--- config.mk ---
export PLATFORM = sky130hd
export DESIGN_NAME = sram_port_arbiter
export DESIGN_NICKNAME = d
export VERILOG_FILES = /design/src/rtl/sram_arb_pkg.sv /design/src/rtl/sram_arb_rr_picker.sv /design/src/rtl/sram_port_arbiter.sv
export SDC_FILE = /design/constraint.sdc
export NUM_CORES = 1
export LEC_CHECK = 0
export CORE_UTILIZATION = 40
export CTS_CLUSTER_DIAMETER = 150
export DETAILED_ROUTE_END_ITERATION = 12
export GPL_TIMING_DRIVEN = 0
export PLACE_DENSITY_LB_ADDON = 0.2
export SYNTH_ARGS = -nofsm -noshare
export SYNTH_HDL_FRONTEND = slang
export SYNTH_HIERARCHICAL = 1
export SYNTH_SLANG_ARGS = --single-unit
--- constraint.sdc ---
create_clock -name PCLK -period 5.3 [get_ports PCLK]
set_input_delay 1.06 -clock PCLK [delete_from_list [all_inputs] [get_ports PCLK]]
set_output_delay 1.06 -clock PCLK [all_outputs]
set_load 0.02 [all_outputs]
--- src/rtl/sram_arb_pkg.sv ---
// Shared types and constants for the two-port SRAM arbiter: FSM state encoding,
// requester id, and the WAIT_RD timeout counter sizing.
package sram_arb_pkg;

    typedef enum logic [1:0] {
        ST_IDLE    = 2'd0,
        ST_ISSUE   = 2'd1,
        ST_WAIT_RD = 2'd2
    } state_t;

    // Requester 0 is the APB slave side, requester 1 the DMA / test engine.
    typedef logic req_id_t;

    localparam int TIMEOUT_DEFAULT = 15;
    localparam int CNT_W           = 8;

    typedef logic [CNT_W-1:0] cnt_t;

    function automatic req_id_t other_req(input req_id_t id);
        return ~id;
    endfunction

endpackage

--- src/rtl/sram_arb_rr_picker.sv ---
// Grant selection between the two requesters. Round-robin on contention by default;
// with SRAM_ARB_FIXED_PRIO_EN defined, requester 0 always wins and no history is kept.
module sram_arb_rr_picker
    import sram_arb_pkg::*;
(
    input  logic    PCLK,
    input  logic    PRESETn,
    input  logic    valid0_i,
    input  logic    valid1_i,
    input  logic    take_i,
    output logic    grant_vld_o,
    output req_id_t grant_id_o
);

    assign grant_vld_o = valid0_i | valid1_i;

`ifdef SRAM_ARB_FIXED_PRIO_EN

    assign grant_id_o = valid0_i ? 1'b0 : 1'b1;

    logic unused_ok;
    assign unused_ok = ^{PCLK, PRESETn, take_i};

`else

    req_id_t last_grant_q;
    req_id_t last_grant_d;

    always_comb begin
        if (valid0_i && valid1_i) begin
            grant_id_o = other_req(last_grant_q);
        end else if (valid1_i) begin
            grant_id_o = 1'b1;
        end else begin
            grant_id_o = 1'b0;
        end
    end

    // History only moves when the grant is actually taken by the FSM.
    assign last_grant_d = (take_i && grant_vld_o) ? grant_id_o : last_grant_q;

    // Reset to 1 so requester 0 wins the first contention.
    always_ff @(posedge PCLK or negedge PRESETn) begin
        if (!PRESETn) begin
            last_grant_q <= 1'b1;
        end else begin
            last_grant_q <= last_grant_d;
        end
    end

`endif

endmodule

--- src/rtl/sram_port_arbiter.sv ---
// Arbitrates one single-ported SRAM between the APB side (req0) and a DMA/test engine (req1).
// Optional build macro: SRAM_ARB_FIXED_PRIO_EN selects fixed priority instead of round-robin.
module sram_port_arbiter
    import sram_arb_pkg::*;
#(
    parameter int DATA_WIDTH = 32,
    parameter int ADDR_WIDTH = 8,
    parameter int STRB_WIDTH = DATA_WIDTH / 8,
    parameter int TIMEOUT    = TIMEOUT_DEFAULT
) (
    input  logic                  PCLK,
    input  logic                  PRESETn,

    input  logic                  req0_valid,
    output logic                  req0_ready,
    input  logic                  req0_write,
    input  logic [ADDR_WIDTH-1:0] req0_addr,
    input  logic [DATA_WIDTH-1:0] req0_wdata,
    input  logic [STRB_WIDTH-1:0] req0_strb,
    output logic                  req0_done,
    output logic [DATA_WIDTH-1:0] req0_rdata,
    output logic                  req0_err,

    input  logic                  req1_valid,
    output logic                  req1_ready,
    input  logic                  req1_write,
    input  logic [ADDR_WIDTH-1:0] req1_addr,
    input  logic [DATA_WIDTH-1:0] req1_wdata,
    input  logic [STRB_WIDTH-1:0] req1_strb,
    output logic                  req1_done,
    output logic [DATA_WIDTH-1:0] req1_rdata,
    output logic                  req1_err,

    output logic                  mem_req,
    output logic [ADDR_WIDTH-1:0] mem_addr,
    output logic                  mem_write,
    output logic [STRB_WIDTH-1:0] mem_strb,
    output logic [DATA_WIDTH-1:0] mem_wdata,
    input  logic                  mem_rvalid,
    input  logic [DATA_WIDTH-1:0] mem_rdata
);

    localparam cnt_t TO_CNT = cnt_t'(TIMEOUT);

    state_t                  state_q;
    req_id_t                 owner_q;
    cnt_t                    cnt_q;
    cnt_t                    cnt_d;

    logic                    mem_req_q;
    logic [ADDR_WIDTH-1:0]   mem_addr_q;
    logic                    mem_write_q;
    logic [STRB_WIDTH-1:0]   mem_strb_q;
    logic [DATA_WIDTH-1:0]   mem_wdata_q;

    logic                    req0_done_q;
    logic                    req1_done_q;
    logic                    req0_err_q;
    logic                    req1_err_q;
    logic [DATA_WIDTH-1:0]   req0_rdata_q;
    logic [DATA_WIDTH-1:0]   req1_rdata_q;

    logic                    idle;
    logic                    grant_vld;
    req_id_t                 grant_id;
    logic                    sel_write;
    logic [ADDR_WIDTH-1:0]   sel_addr;
    logic [DATA_WIDTH-1:0]   sel_wdata;
    logic [STRB_WIDTH-1:0]   sel_strb;
    logic                    rd_finish;
    logic [DATA_WIDTH-1:0]   rd_result;

    assign idle = (state_q == ST_IDLE);

    sram_arb_rr_picker u_picker (
        .PCLK        (PCLK),
        .PRESETn     (PRESETn),
        .valid0_i    (req0_valid),
        .valid1_i    (req1_valid),
        .take_i      (idle),
        .grant_vld_o (grant_vld),
        .grant_id_o  (grant_id)
    );

    // Ready is combinational and masked while reset is held so no command slips in.
    assign req0_ready = PRESETn & idle & grant_vld & (grant_id == 1'b0);
    assign req1_ready = PRESETn & idle & grant_vld & (grant_id == 1'b1);

    assign sel_write = grant_id ? req1_write : req0_write;
    assign sel_addr  = grant_id ? req1_addr  : req0_addr;
    assign sel_wdata = grant_id ? req1_wdata : req0_wdata;
    assign sel_strb  = grant_id ? req1_strb  : req0_strb;

    assign cnt_d     = cnt_q + cnt_t'(1);
    // A read finishes on returned data or when the no-data count hits TIMEOUT.
    assign rd_finish = mem_rvalid || (cnt_d == TO_CNT);
    assign rd_result = mem_rvalid ? mem_rdata : '0;

    always_ff @(posedge PCLK or negedge PRESETn) begin
        if (!PRESETn) begin
            state_q      <= ST_IDLE;
            owner_q      <= 1'b0;
            cnt_q        <= '0;
            mem_req_q    <= 1'b0;
            mem_addr_q   <= '0;
            mem_write_q  <= 1'b0;
            mem_strb_q   <= '0;
            mem_wdata_q  <= '0;
            req0_done_q  <= 1'b0;
            req1_done_q  <= 1'b0;
            req0_err_q   <= 1'b0;
            req1_err_q   <= 1'b0;
            req0_rdata_q <= '0;
            req1_rdata_q <= '0;
        end else begin
            mem_req_q   <= 1'b0;
            req0_done_q <= 1'b0;
            req1_done_q <= 1'b0;
            req0_err_q  <= 1'b0;
            req1_err_q  <= 1'b0;

            case (state_q)
                ST_IDLE: begin
                    if (grant_vld) begin
                        owner_q     <= grant_id;
                        mem_req_q   <= 1'b1;
                        mem_write_q <= sel_write;
                        mem_addr_q  <= sel_addr;
                        mem_wdata_q <= sel_wdata;
                        mem_strb_q  <= sel_strb;
                        state_q     <= ST_ISSUE;
                    end
                end

                ST_ISSUE: begin
                    if (mem_write_q) begin
                        if (owner_q) begin
                            req1_done_q <= 1'b1;
                        end else begin
                            req0_done_q <= 1'b1;
                        end
                        state_q <= ST_IDLE;
                    end else begin
                        cnt_q   <= '0;
                        state_q <= ST_WAIT_RD;
                    end
                end

                ST_WAIT_RD: begin
                    if (rd_finish) begin
                        if (owner_q) begin
                            req1_done_q  <= 1'b1;
                            req1_err_q   <= ~mem_rvalid;
                            req1_rdata_q <= rd_result;
                        end else begin
                            req0_done_q  <= 1'b1;
                            req0_err_q   <= ~mem_rvalid;
                            req0_rdata_q <= rd_result;
                        end
                        state_q <= ST_IDLE;
                    end else begin
                        cnt_q <= cnt_d;
                    end
                end

                default: begin
                    state_q <= ST_IDLE;
                end
            endcase
        end
    end

    assign mem_req    = mem_req_q;
    assign mem_addr   = mem_addr_q;
    assign mem_write  = mem_write_q;
    assign mem_strb   = mem_strb_q;
    assign mem_wdata  = mem_wdata_q;
    assign req0_done  = req0_done_q;
    assign req1_done  = req1_done_q;
    assign req0_err   = req0_err_q;
    assign req1_err   = req1_err_q;
    assign req0_rdata = req0_rdata_q;
    assign req1_rdata = req1_rdata_q;

endmodule

# Word-level counts from Yosys, hierarchy flattened

Cells that the tools add are included.

Register bits after elaboration: 126
Input bits: 127
Output and inout port bits: 116
Logic and storage cells: 72

Add/sub/neg operators: 1
Equal/unequal tests: 7
Muxes and demuxes: 30
Bitwise gates (word level): 9
Reduce and logical (&&, ||, !) cells: 10

Operator list:

| kind                | number |
|---|---|
| $mux 32             | 2 |
| $mux 8              | 3 |
| $mux 1              | 17 |
| $pmux 8 s2          | 1 |
| $reduce_and 3->1    | 3 |
| $add 8x1->8 const B | 1 |
| $eq 8x4->1 const B  | 1 |
| $mux 2              | 3 |
| $ne 2x2->1 const B  | 3 |
| $pmux 2 s3          | 1 |
| $and 1x1->1         | 4 |
| $mux 4              | 1 |
| $not 1->1           | 4 |
| $pmux 1 s2          | 2 |
| $reduce_and 2->1    | 2 |
| $eq 2x1->1 const B  | 1 |
| $eq 2x2->1 const B  | 1 |
| $logic_and 1x1->1   | 2 |
| $logic_not 2->1     | 1 |
| $ne 2x1->1 const B  | 1 |
| $reduce_bool 2->1   | 1 |
| $logic_or 1x1->1    | 1 |
| $or 1x1->1          | 1 |

# Depth between registers and ports, before layout

Depth in word-level cells: 5
Mapped depth: 9

# Cells and area by module

Netlist, hierarchy kept.

Modules (own cells, without submodules):

| module             | instances | cells each | area each (µm²) | sequential area each (µm²) |
|---|---|---|---|---|
| sram_port_arbiter  | 1         | 444        | 5295.1          | 3128.0 |
| sram_arb_rr_picker | 1         | 5          | 51.3            | 26.3 |

# Worst setup path after synthesis

No wires, ideal clock.

Kind: input port to output port
From: input port req1_valid
To: output port req0_ready
Arrival: 2331 ps
Required time: 4240 ps
Setup slack: 1909 ps
Cell stages on the path: 7
Cells stage by stage: or2_1 > and2_1 > clkbuf_1 > clkbuf_1 > clkbuf_1 > nand2_1 > nor2_1

Word-level cells in the longest chain between the ends: 4
Elaborated cells between the ends (all ways): 7

Ends and longest elaborated chain:

| element                                     | line                                               | source |
|---|---|---|
| from (decl)                                 | sram_port_arbiter.sv:24                            | `input logic req1_valid,` |
| $mux 1 or $logic_and 1x1->1 (tied branches) | sram_arb_rr_picker.sv:32, sram_arb_rr_picker.sv:30 |  |
| $mux 1                                      | sram_arb_rr_picker.sv:30                           | `if (valid0_i && valid1_i) begin` |
| $not 1->1                                   | sram_port_arbiter.sv:86                            | `assign req0_ready = PRESETn & idle & grant_vld & (grant_id == 1'b0);` |
| $and 1x1->1 *                               | sram_port_arbiter.sv:86                            |  |
| to (decl)                                   | sram_port_arbiter.sv:15                            | `output logic req0_ready,` |

Every way passes the cells marked *; elsewhere a longest branch is shown, timed or not.

# Worst setup path after layout

From: input port req1_valid
To: output port req0_ready

Elaborated cells between the ends (all ways): 7

RTL lines:

| element                  | line                     | source |
|---|---|---|
| $or 1x1->1               | sram_arb_rr_picker.sv:15 | `assign grant_vld_o = valid0_i \| valid1_i;` |
| net grant_vld            | sram_port_arbiter.sv:64  | `logic grant_vld;` |
| $and 1x1->1 (2 in a row) | sram_port_arbiter.sv:86  |  |

The timed path passes the listed nets, and every way through them passes these cells.

==> flow_summary.ini <==
[outcome]
outcome = completed

[yosys]
syn-cell-area_mm2 = 0.00535
ys_seq_area_frac = 0.590
syn_avg_cell_area_um2 = 11.9
synth_cell_types = 42
synth.largest_area_cell = dfrtp_1
synth.top_cells.by_area = dfrtp_1 (59%), a22o_1 (11%), mux2i_1 (8.8%)
syn-num-nets = 581
synth_warnings = 6
ys_seq_elements = 126
synthCells = 449
synth_top_area_share = 0.585

[worst_setup_path]
r2r_slack_ps = 2980
crit_start = req1_valid
crit_path_end_kind = output port
r2r-start = state_q[0]$_DFFE_PN0P_
crit_path_max_fanout = 10
critPathLaunchType = input pin
reg2reg_to = req0_rdata[22]$_DFFE_PN0P_
cp.arrival_ps = 3720
critPathRequiredTime_ps = 4240
r2r_cells = 8
worstSetupPathType = in2out

[timing]
fin_crit_ps = 4780
setup_viol = 0
worst_slew_pin_slew_ps = 754
slew_headroom = 0.497
period_share = 0.902
fin_skew_ps = 6.78
hold_violations = 0
worst_slack_ps = 519
hold_slack_ps = 497
fin_setup_tns_ps = 0
drv_slew = 0
max_freq_mhz = 209
rsz0062_at_grt = false

[worst_hold_path]
hp-class = reg2reg
holdPathEnd = req0_rdata[2]$_DFFE_PN0P_
holdPathStages = 1
hp-start = req0_rdata[2]$_DFFE_PN0P_

[cts]
clockRootBuffer = clkbuf_16
clock_latency_ps = 420
post_cts_buffers = 0
cts_htree_levels = 4
cts_tree = yes
ctsResizeCount = 0
cts.sinks = 126
clkSlewWorstSetupHoldPaths_ps = 50
postCtsHoldBufs = 0
cts_made_buffers = 17
cts_buffer_depth = 2

[floorplan]
rows = 41
die_h_um = 118
fp.dieW_um = 118
start_util = 0.417
core_area_mm2 = 0.0128
dieArea_mm2 = 0.0138
pin_count = 243

[grt]
grt_max_degree = 71
overflow = 0
antenna_found_initial = 1
grt_first_pass_wirelength_um = 25300
grt_usage = 0.237
grt_pass1_vias = 4786

[power_and_ir_drop]
p_per_area_mw_per_mm2 = 580
ir_drop_uv = 262
leakage_nw = 3.76
p_total_mw = 5.02

[detailed_routing]
via_per_inst = 5.20
wl_um = 15900
drt_first_pass_iters = 6
num_vias = 4666
final_antenna_net_count = 0
drt_iter0_markers = 265
wire_per_inst_um = 17.8
drc_errors = 0

[cells_and_area]
seq_area_mm2 = 0.00315
area_growth_pct = 61.8
final_area_mm2 = 0.00865
multiInputGateArea_mm2 = 0.00198
final_nets = 843
nFillCells = 964
drive_above_1_share = 0.0732
fin_util = 0.674
fin_cells = 897

[placement]
hpwl_um = 11500
post-place-cells = 864
place_ws_ps = 485
placed_cell_area_mm2 = 0.00801
gp_congestion = 0.813
io_buffers = 242

[job]
max_cap_violations = 0
==> synthesized netlist by cell type (all sizes together) <==
library cell  count
mux2i            47
dfstp             1
nor2             50
nor4              1
a31oi             1
a22o             67
o21ai             6
ha                5
a21o              1
nor3b             2
nand4b            1
dfrtp           125
or4               1
o22a              1
and2              3
inv               4
nand2            13
o211ai            1
a21boi            2
xnor2             3
nor3              2
nor4b             1
nand2b            1
nand3             9
clkbuf           17
nand4             1
o21bai            1
nor2b             3
mux2              3
and3              4
a21oi            49
or2               2
xor2              1
buf              19
o311ai            1
==> worst max-delay path by stage <==
stage / end / slack [ps]
after CTS: req1_ready / 490
after global routing: req0_ready / 310
after global placement: req1_ready / -2620
after floorplan: req0_ready / 1910
after detailed placement: req1_ready / 480
final: req0_ready / 520
==> layout make-up <==
type,instances,area share
flip-flops and latches,126,0.365
repair buffers,243,0.283
multi-input cells,283,0.229
clock buffers,22,0.0548
well taps,172,0.0249
plain buffers,36,0.0223
clock inverters,10,0.0185
inverters,4,0.00174
diodes,1,0.000289
==> layer usage <==
layer	part of all wire	routed length (um)	global-route usage	vias to the layer above
li1	-	-	-	2155
met1	0.39	6170	0.265	2272
met2	0.50	7950	0.399	226
met3	0.10	1620	0.109	13
met4	0.012	186	0.0745	0
met5	0	0	0	-
==> registers in the layout, summed over array words and instances, names as in the netlist <==
signal,flops
mem_wdata,32
req0_rdata,32
req1_rdata,32
cnt_q,8
mem_addr,8
mem_strb,4
state_q,2
mem_req,1
mem_write,1
owner_q,1
req0_done,1
req0_err,1
req1_done,1
req1_err,1
u_picker/last_grant_q,1
==> worst max-delay path: stages <==
cell and delay [ps]:
clkdlybuf4s50_1 500, or2_1 140, and2_1 130, clkbuf_1 150, clkbuf_1 370, clkbuf_1 510
nand2_1 110, nor2_1 110, clkdlybuf4s50_1 640
==> kinds of logic after synthesis <==
| group | synth area share |
|---|---|
| AO/OA/AOI/OAI | 0.177 |
| XOR/XNOR | 0.00655 |
| adder cells (fa/ha/maj) | 0.0117 |
| buffers and inverters | 0.0388 |
| flip-flops | 0.590 |
| multiplexers | 0.0943 |
| AND/OR/NAND/NOR | 0.0817 |
==> power by group <==
| part | switching, mW | total (mW) | internal (mW) | leakage (nW) |
|---|---|---|---|---|
| Combinational | 1.11 | 2.17 | 1.06 | 1.92 |
| Sequential | 0.242 | 1.60 | 1.36 | 1.54 |
| Clock | 0.423 | 1.24 | 0.822 | 0.298 |
==> cell usage in the layout (no fill, tap or decap), types with 3 or more instances in the layout <==
cell             synthesis  layout
buf_2                    4       4
clkbuf_8                 0       3
xnor2_1                  3       3
nor2b_1                  3       3
and3_1                   4       4
buf_1                    7       7
nor2_1                  50      50
nand2_1                 13      13
dfrtp_1                125     125
mux2i_1                 47      47
buf_6                    6       7
a22o_1                  67      67
clkinvlp_4               0       4
mux2_2                   3       3
clkdlybuf4s50_1          0     241
a21oi_1                 49      49
inv_1                    4       4
nand3_1                  8       8
and2_1                   3       3
bufinv_16                0       4
o21ai_0                  3       3
clkbuf_1                17      19
clkbuf_16                0      17
ha_1                     5       5
Note: power is estimated with default switching activity, not from simulation.
